## src/rtl/capture_ctrl.sv

```systemverilog
`default_nettype none
// ============================================================================
// Module   : capture_ctrl
// Purpose  : Capture/readback controller for the logic analyzer core.
//            Strobed samples are written into a ring-buffer RAM from arm
//            until trigger, then for a programmable post-trigger window.
//            The newest samples are then streamed back through the
//            transmitter, newest first. Readback is limited to the number
//            of entries actually written, so unwritten RAM is never sent.
// Ports    : clk_i, rst_in        clock, synchronous active-low reset
//            cmd_i, set_cnt_i     count register load (IDLE only)
//            arm_i, run_i         start sampling / trigger
//            abort_i              return to IDLE from any state
//            stb_i                sample valid
//            we_o, addr_o         RAM write enable / address (write or read)
//            tx_rdy_i, tx_stb_o   transmitter handshake
//            tx_sel_o             select RAM data for transmit
//            busy_o, done_o       status
// Revision : 1.0  initial release
// ============================================================================
module capture_ctrl #(
    parameter int DEPTH       = 5,
    parameter int CNT_WIDTH   = 16,
    parameter int SCALE_SHIFT = 2
) (
    input  logic             clk_i,
    input  logic             rst_in,
    input  logic [31:0]      cmd_i,
    input  logic             set_cnt_i,
    input  logic             arm_i,
    input  logic             run_i,
    input  logic             abort_i,
    input  logic             stb_i,
    output logic             we_o,
    output logic [DEPTH-1:0] addr_o,
    input  logic             tx_rdy_i,
    output logic             tx_stb_o,
    output logic             tx_sel_o,
    output logic             busy_o,
    output logic             done_o
);

    localparam int c_TGT_W = CNT_WIDTH + SCALE_SHIFT;

    localparam logic [2:0] c_IDLE    = 3'd0;
    localparam logic [2:0] c_ARMED   = 3'd1;
    localparam logic [2:0] c_TRG     = 3'd2;
    localparam logic [2:0] c_TX      = 3'd3;
    localparam logic [2:0] c_TX_WAIT = 3'd4;

    // Fill saturates at exactly 2^DEPTH so a full buffer reads back every entry once.
    localparam logic [DEPTH:0] c_FILL_MAX = {1'b1, {DEPTH{1'b0}}};

    logic [2:0]           r_state;
    logic [CNT_WIDTH-1:0] r_rd_cnt;
    logic [CNT_WIDTH-1:0] r_dly_cnt;
    logic [DEPTH-1:0]     r_wr_ptr;
    logic [DEPTH-1:0]     r_rd_ptr;
    logic [DEPTH:0]       r_fill;
    logic [c_TGT_W-1:0]   r_post_cnt;
    logic [c_TGT_W-1:0]   r_sent;
    logic [c_TGT_W-1:0]   r_n;
    logic                 r_wait_first;

    logic [c_TGT_W-1:0]   w_post_tgt;
    logic [c_TGT_W-1:0]   w_rd_tgt;
    logic [c_TGT_W-1:0]   w_fill_ext;
    logic [c_TGT_W-1:0]   w_n;
    logic                 w_post_done;
    logic                 w_tx_last;

    // Counts are in units of 2^SCALE_SHIFT samples; the widened target cannot overflow.
    assign w_post_tgt  = c_TGT_W'(r_dly_cnt) << SCALE_SHIFT;
    assign w_rd_tgt    = c_TGT_W'(r_rd_cnt) << SCALE_SHIFT;
    assign w_fill_ext  = c_TGT_W'(r_fill);
    assign w_n         = (w_rd_tgt < w_fill_ext) ? w_rd_tgt : w_fill_ext;
    assign w_post_done = (r_post_cnt == w_post_tgt);
    assign w_tx_last   = (r_sent == r_n);

    assign tx_sel_o = (r_state == c_TX) || (r_state == c_TX_WAIT);
    assign busy_o   = (r_state != c_IDLE);
    assign addr_o   = tx_sel_o ? r_rd_ptr : r_wr_ptr;

    // Strobes decoded with no added latency; abort suppresses all of them.
    always_comb begin
        we_o     = 1'b0;
        tx_stb_o = 1'b0;
        done_o   = 1'b0;
        if (!abort_i) begin
            case (r_state)
                c_ARMED: we_o = stb_i;
                c_TRG:   we_o = stb_i && !w_post_done;
                c_TX: begin
                    if (w_tx_last) begin
                        done_o = 1'b1;
                    end else begin
                        tx_stb_o = 1'b1;
                    end
                end
                default: begin
                    we_o     = 1'b0;
                    tx_stb_o = 1'b0;
                end
            endcase
        end
    end

    always_ff @(posedge clk_i) begin
        if (!rst_in) begin
            r_state      <= c_IDLE;
            r_rd_cnt     <= CNT_WIDTH'(1);
            r_dly_cnt    <= CNT_WIDTH'(1);
            r_wr_ptr     <= '0;
            r_rd_ptr     <= '0;
            r_fill       <= '0;
            r_post_cnt   <= '0;
            r_sent       <= '0;
            r_n          <= '0;
            r_wait_first <= 1'b0;
        end else if (abort_i) begin
            r_state      <= c_IDLE;
            r_wait_first <= 1'b0;
        end else begin
            // Common write bookkeeping for ARMED and TRG.
            if (we_o) begin
                r_wr_ptr <= r_wr_ptr + DEPTH'(1);
                if (r_fill != c_FILL_MAX) begin
                    r_fill <= r_fill + (DEPTH+1)'(1);
                end
            end

            case (r_state)
                c_IDLE: begin
                    if (set_cnt_i) begin
                        r_rd_cnt  <= CNT_WIDTH'({cmd_i[23:16], cmd_i[31:24]});
                        r_dly_cnt <= CNT_WIDTH'({cmd_i[7:0], cmd_i[15:8]});
                    end
                    if (arm_i) begin
                        r_state    <= c_ARMED;
                        r_wr_ptr   <= '0;
                        r_fill     <= '0;
                        r_post_cnt <= '0;
                    end
                end

                c_ARMED: begin
                    if (run_i) begin
                        r_state <= c_TRG;
                    end
                end

                c_TRG: begin
                    if (w_post_done) begin
                        // Newest sample sits just behind the write pointer.
                        r_rd_ptr <= r_wr_ptr - DEPTH'(1);
                        r_n      <= w_n;
                        r_sent   <= '0;
                        r_state  <= c_TX;
                    end else if (we_o) begin
                        r_post_cnt <= r_post_cnt + c_TGT_W'(1);
                    end
                end

                c_TX: begin
                    if (w_tx_last) begin
                        r_state <= c_IDLE;
                    end else begin
                        r_sent       <= r_sent + c_TGT_W'(1);
                        r_wait_first <= 1'b1;
                        r_state      <= c_TX_WAIT;
                    end
                end

                c_TX_WAIT: begin
                    // The transmitter only drops ready one cycle after the
                    // strobe, so ready is not trusted in the first wait cycle.
                    r_wait_first <= 1'b0;
                    if (!r_wait_first && tx_rdy_i) begin
                        r_rd_ptr <= r_rd_ptr - DEPTH'(1);
                        r_state  <= c_TX;
                    end
                end

                default: begin
                    r_state <= c_IDLE;
                end
            endcase
        end
    end

endmodule
`default_nettype wire

```

## config.mk

```make
export PLATFORM = sky130hd
export DESIGN_NAME = capture_ctrl
export DESIGN_NICKNAME = d
export VERILOG_FILES = /design/src/rtl/capture_ctrl.sv
export SDC_FILE = /design/constraint.sdc
export NUM_CORES = 1
export LEC_CHECK = 0
export BUFFER_PORTS_ARGS = -buffer_cell sky130_fd_sc_hd__buf_2
export CORE_MARGIN = 2
export CORE_UTILIZATION = 64
export DETAILED_ROUTE_END_ITERATION = 8
export GPL_ROUTABILITY_DRIVEN = 0
export PLACE_DENSITY = 0.85
export SYNTH_ARGS = -nofsm -noshare
export SYNTH_HDL_FRONTEND = slang
export SYNTH_SLANG_ARGS = --single-unit
```

## constraint.sdc

```tcl
create_clock -name clk_i -period 3 [get_ports clk_i]
set_input_delay 0.6 -clock clk_i [delete_from_list [all_inputs] [get_ports clk_i]]
set_output_delay 0.6 -clock clk_i [all_outputs]
set_load 0.02 [all_outputs]
```

==> qor.txt <==
Hold Violations, Final -> 0
Critical Path RT -> 2400 ps
final worst path period share -> 0.940
flops & latches, synth -> 106
register area share after synthesis -> 0.397
wire per inst -> 14.9 um
Yosys warnings -> 0
Least-Margin Pin Slew -> 761 ps
synth top area cells -> dfxtp_1 40%, nand2_1 7.7%, xnor2_1 6.6%, a21boi_0 4.6%, xor2_1 3.6%
Core Region -> 0.00813 sq mm
final setup fails -> 0
IO Port Bufs -> 49
final cell count without fillers -> 773
Mapped Area -> 0.00534 sq mm
Maximum Capacitance Violations -> 0
Worst VDD drop -> 0.000253 V
FP Rows -> 33
H-tree levels -> 3
Leakage Power -> 2.32 nW
Mean Syn Cell Area -> 8.56 sq um
Initial DRT Pass Iterations -> 4
final setup TNS -> 0 ps
Die Width -> 95.4 um
Via density -> 5.80
top_reg_cell synth -> dfxtp_1
Tmin final -> 2820 ps
clock sinks -> 106
worst min-delay path class -> in2reg
Root Driver -> clkbuf_8
fin. max-slew vios -> 0
postcts setup bufs -> 0
startpoint types -> flop
number of top-level pins -> 50
Total GRT Usage -> 0.261
critical path class -> reg2out
RSZ-0062 raised after global routing -> false
Async S/R FF share, synth -> 0
Die H -> 95.4 um
largest net degree at the start of global routing -> 46
CTS tree -> yes
placed instance count -> 758
first-pass GRT wire length -> 18.9 mm
crit-path max FO -> 11
ANT cells -> 0
clock-pin slew on the worst setup and hold paths -> 100 ps
via count -> 4486
share of the synthesized area in the top cell type -> 0.397
Fmax achieved -> 355 MHz
Area growth, synth to finish -> 8.85%
# fillers -> 609
initial antenna violation count -> 0
Synth cell types -> 67
power density cells -> 425 mW/mm^2
Syn Inst Count -> 624
share of cells above drive strength 1 -> 0.148
Fin Clk Skew -> 15.4 ps
relative slew slack -> 0.489
initial core utilization -> 0.657
status -> completed
Antenna Violating Nets Remaining -> 0
Die ar. -> 0.00909 sq mm
Crit. End Element -> output pin
post-DP HPWL -> 8.21 mm
Inserted Clock Buffers -> 9
total gr overflow -> 0
number of synthesized flops with an enable pin -> 0
Clock Tree Buf Depth -> 2
Mapped Nets -> 675
nets@finish -> 715
vias in the first global route -> 4257
clk_lat worst skew -> 370 ps
CP arrival -> 2220 ps
largest area contributor in the netlist -> dfxtp_1
DR iter-0 viols -> 204
Post-Route WL -> 11.5 mm
Residual DRC -> 0
==> cell usage after synthesis (3+ instances only) <==
cell type	count
nor4_2	3
xor2_1	22
dfxtp_1	106
o21ai_0	23
clkbuf_1	16
or3_1	11
and2_1	4
nor3_1	23
xnor2_1	40
buf_2	4
ha_1	11
nor4_1	5
mux2i_1	10
o41ai_1	4
and4_1	3
and3_1	16
nand3_1	23
nand4_1	8
inv_1	23
a21boi_0	33
o21ai_1	3
mux2_2	4
nand2_1	110
a21oi_1	18
nor2_1	40
buf_6	5
or4_1	4
o211a_1	5
==> metrics by stage <==
step	instance area [sq um]	setup WS, ps	hold WS (ps)	total power, W	utilization
after global routing	5820	43.3	447	0.00257	0.715
after floorplan	5340	748	440	0.00162	-
after global placement	5620	464	453	0.00168	0.691
final	5820	181	447	0.00247	0.715
after CTS	5790	145	437	0.00248	0.712
after detailed placement	5620	397	462	0.00169	0.691
==> repair_timing <==
item | CTS | global route
setup endpoints to repair | 0 | 1
gates resized for setup | 0 | 3
hold buffers | 0 | 0
==> cell usage in the layout (no fill, tap or decap), types with 3 or more instances in the layout <==
cell type	netlist	routed
buf_2	4	49
clkinv_4	0	3
mux2_2	4	4
nor4_1	5	3
nand4_1	8	8
inv_1	23	23
a21boi_0	33	33
or4_1	4	4
nor3_1	23	23
nand2_1	110	110
xnor2_1	40	40
o21ai_0	23	23
dfxtp_1	106	106
o211a_1	5	5
and4_1	3	3
o41ai_1	4	4
o21ai_1	3	3
nand3_1	23	23
or3_1	11	11
mux2i_1	10	10
ha_1	11	11
and2_1	4	4
a21oi_1	18	18
nor2_1	40	40
and3_1	16	16
clkbuf_8	0	9
buf_4	2	9
nor4_2	3	4
xor2_1	22	22
==> critical path, cell delays in order (launching register included) <==
cell and delay, ps:
dfxtp_1 480, or3b_1 550, nand2_1 290, mux2_2 370, buf_2 160
==> where the power goes <==
part	internal, W	switching [W]	total (W)	leakage, nW
Combinational	0.0000876	0.000116	0.000204	1.38
Clock	0.000308	0.000507	0.000815	0.0863
Sequential	0.00143	0.0000224	0.00145	0.857
==> worst paths after layout <==
check	startpoint	to	slack [ps]	cells after the start
min reg2reg	r_rd_cnt[13]	r_rd_cnt[13]	470	2
min	cmd_i[8]	r_dly_cnt[0]	450	3
max	r_state[2]	addr_o[4]	180	4
max reg2reg	r_state[0]	r_sent[17]	670	7
==> final cells by class <==
type                    count  area (sq um)  area share
clock inverters             6          51.3     0.00882
multi-input cells         465          2980       0.513
clock buffers               9           124      0.0213
repair buffers             58           313      0.0538
inverters                  24          90.1      0.0155
flip-flops and latches    106          2120       0.365
well taps                 105           131      0.0226
==> metal layers <==
metal,GRT usage,vias to the layer above,share of wire
met5,0,-,0
met4,0.101,0,0.020
met3,0.0569,24,0.047
met2,0.442,116,0.50
met1,0.324,2106,0.43
li1,-,2240,-
==> sequential cells by signal (all words and copies together) (netlist names) <==
| name | flops |
|---|---|
| r_n | 18 |
| r_wait_first | 1 |
| r_sent | 18 |
| r_rd_cnt | 16 |
| r_rd_ptr | 5 |
| r_post_cnt | 18 |
| r_state | 3 |
| r_dly_cnt | 16 |
| r_wr_ptr | 5 |
| r_fill | 6 |
==> kinds of logic after synthesis <==
group                      share of synthesized area
and+or+nand+nor                                0.248
buffers and inverters                         0.0482
xor gates and xnor gates                       0.102
muxes                                         0.0272
DFF                                            0.397
AOI/OAI and AO/OA                              0.152
adders and majority gates                     0.0258
(Power assumes the default switching activity.)
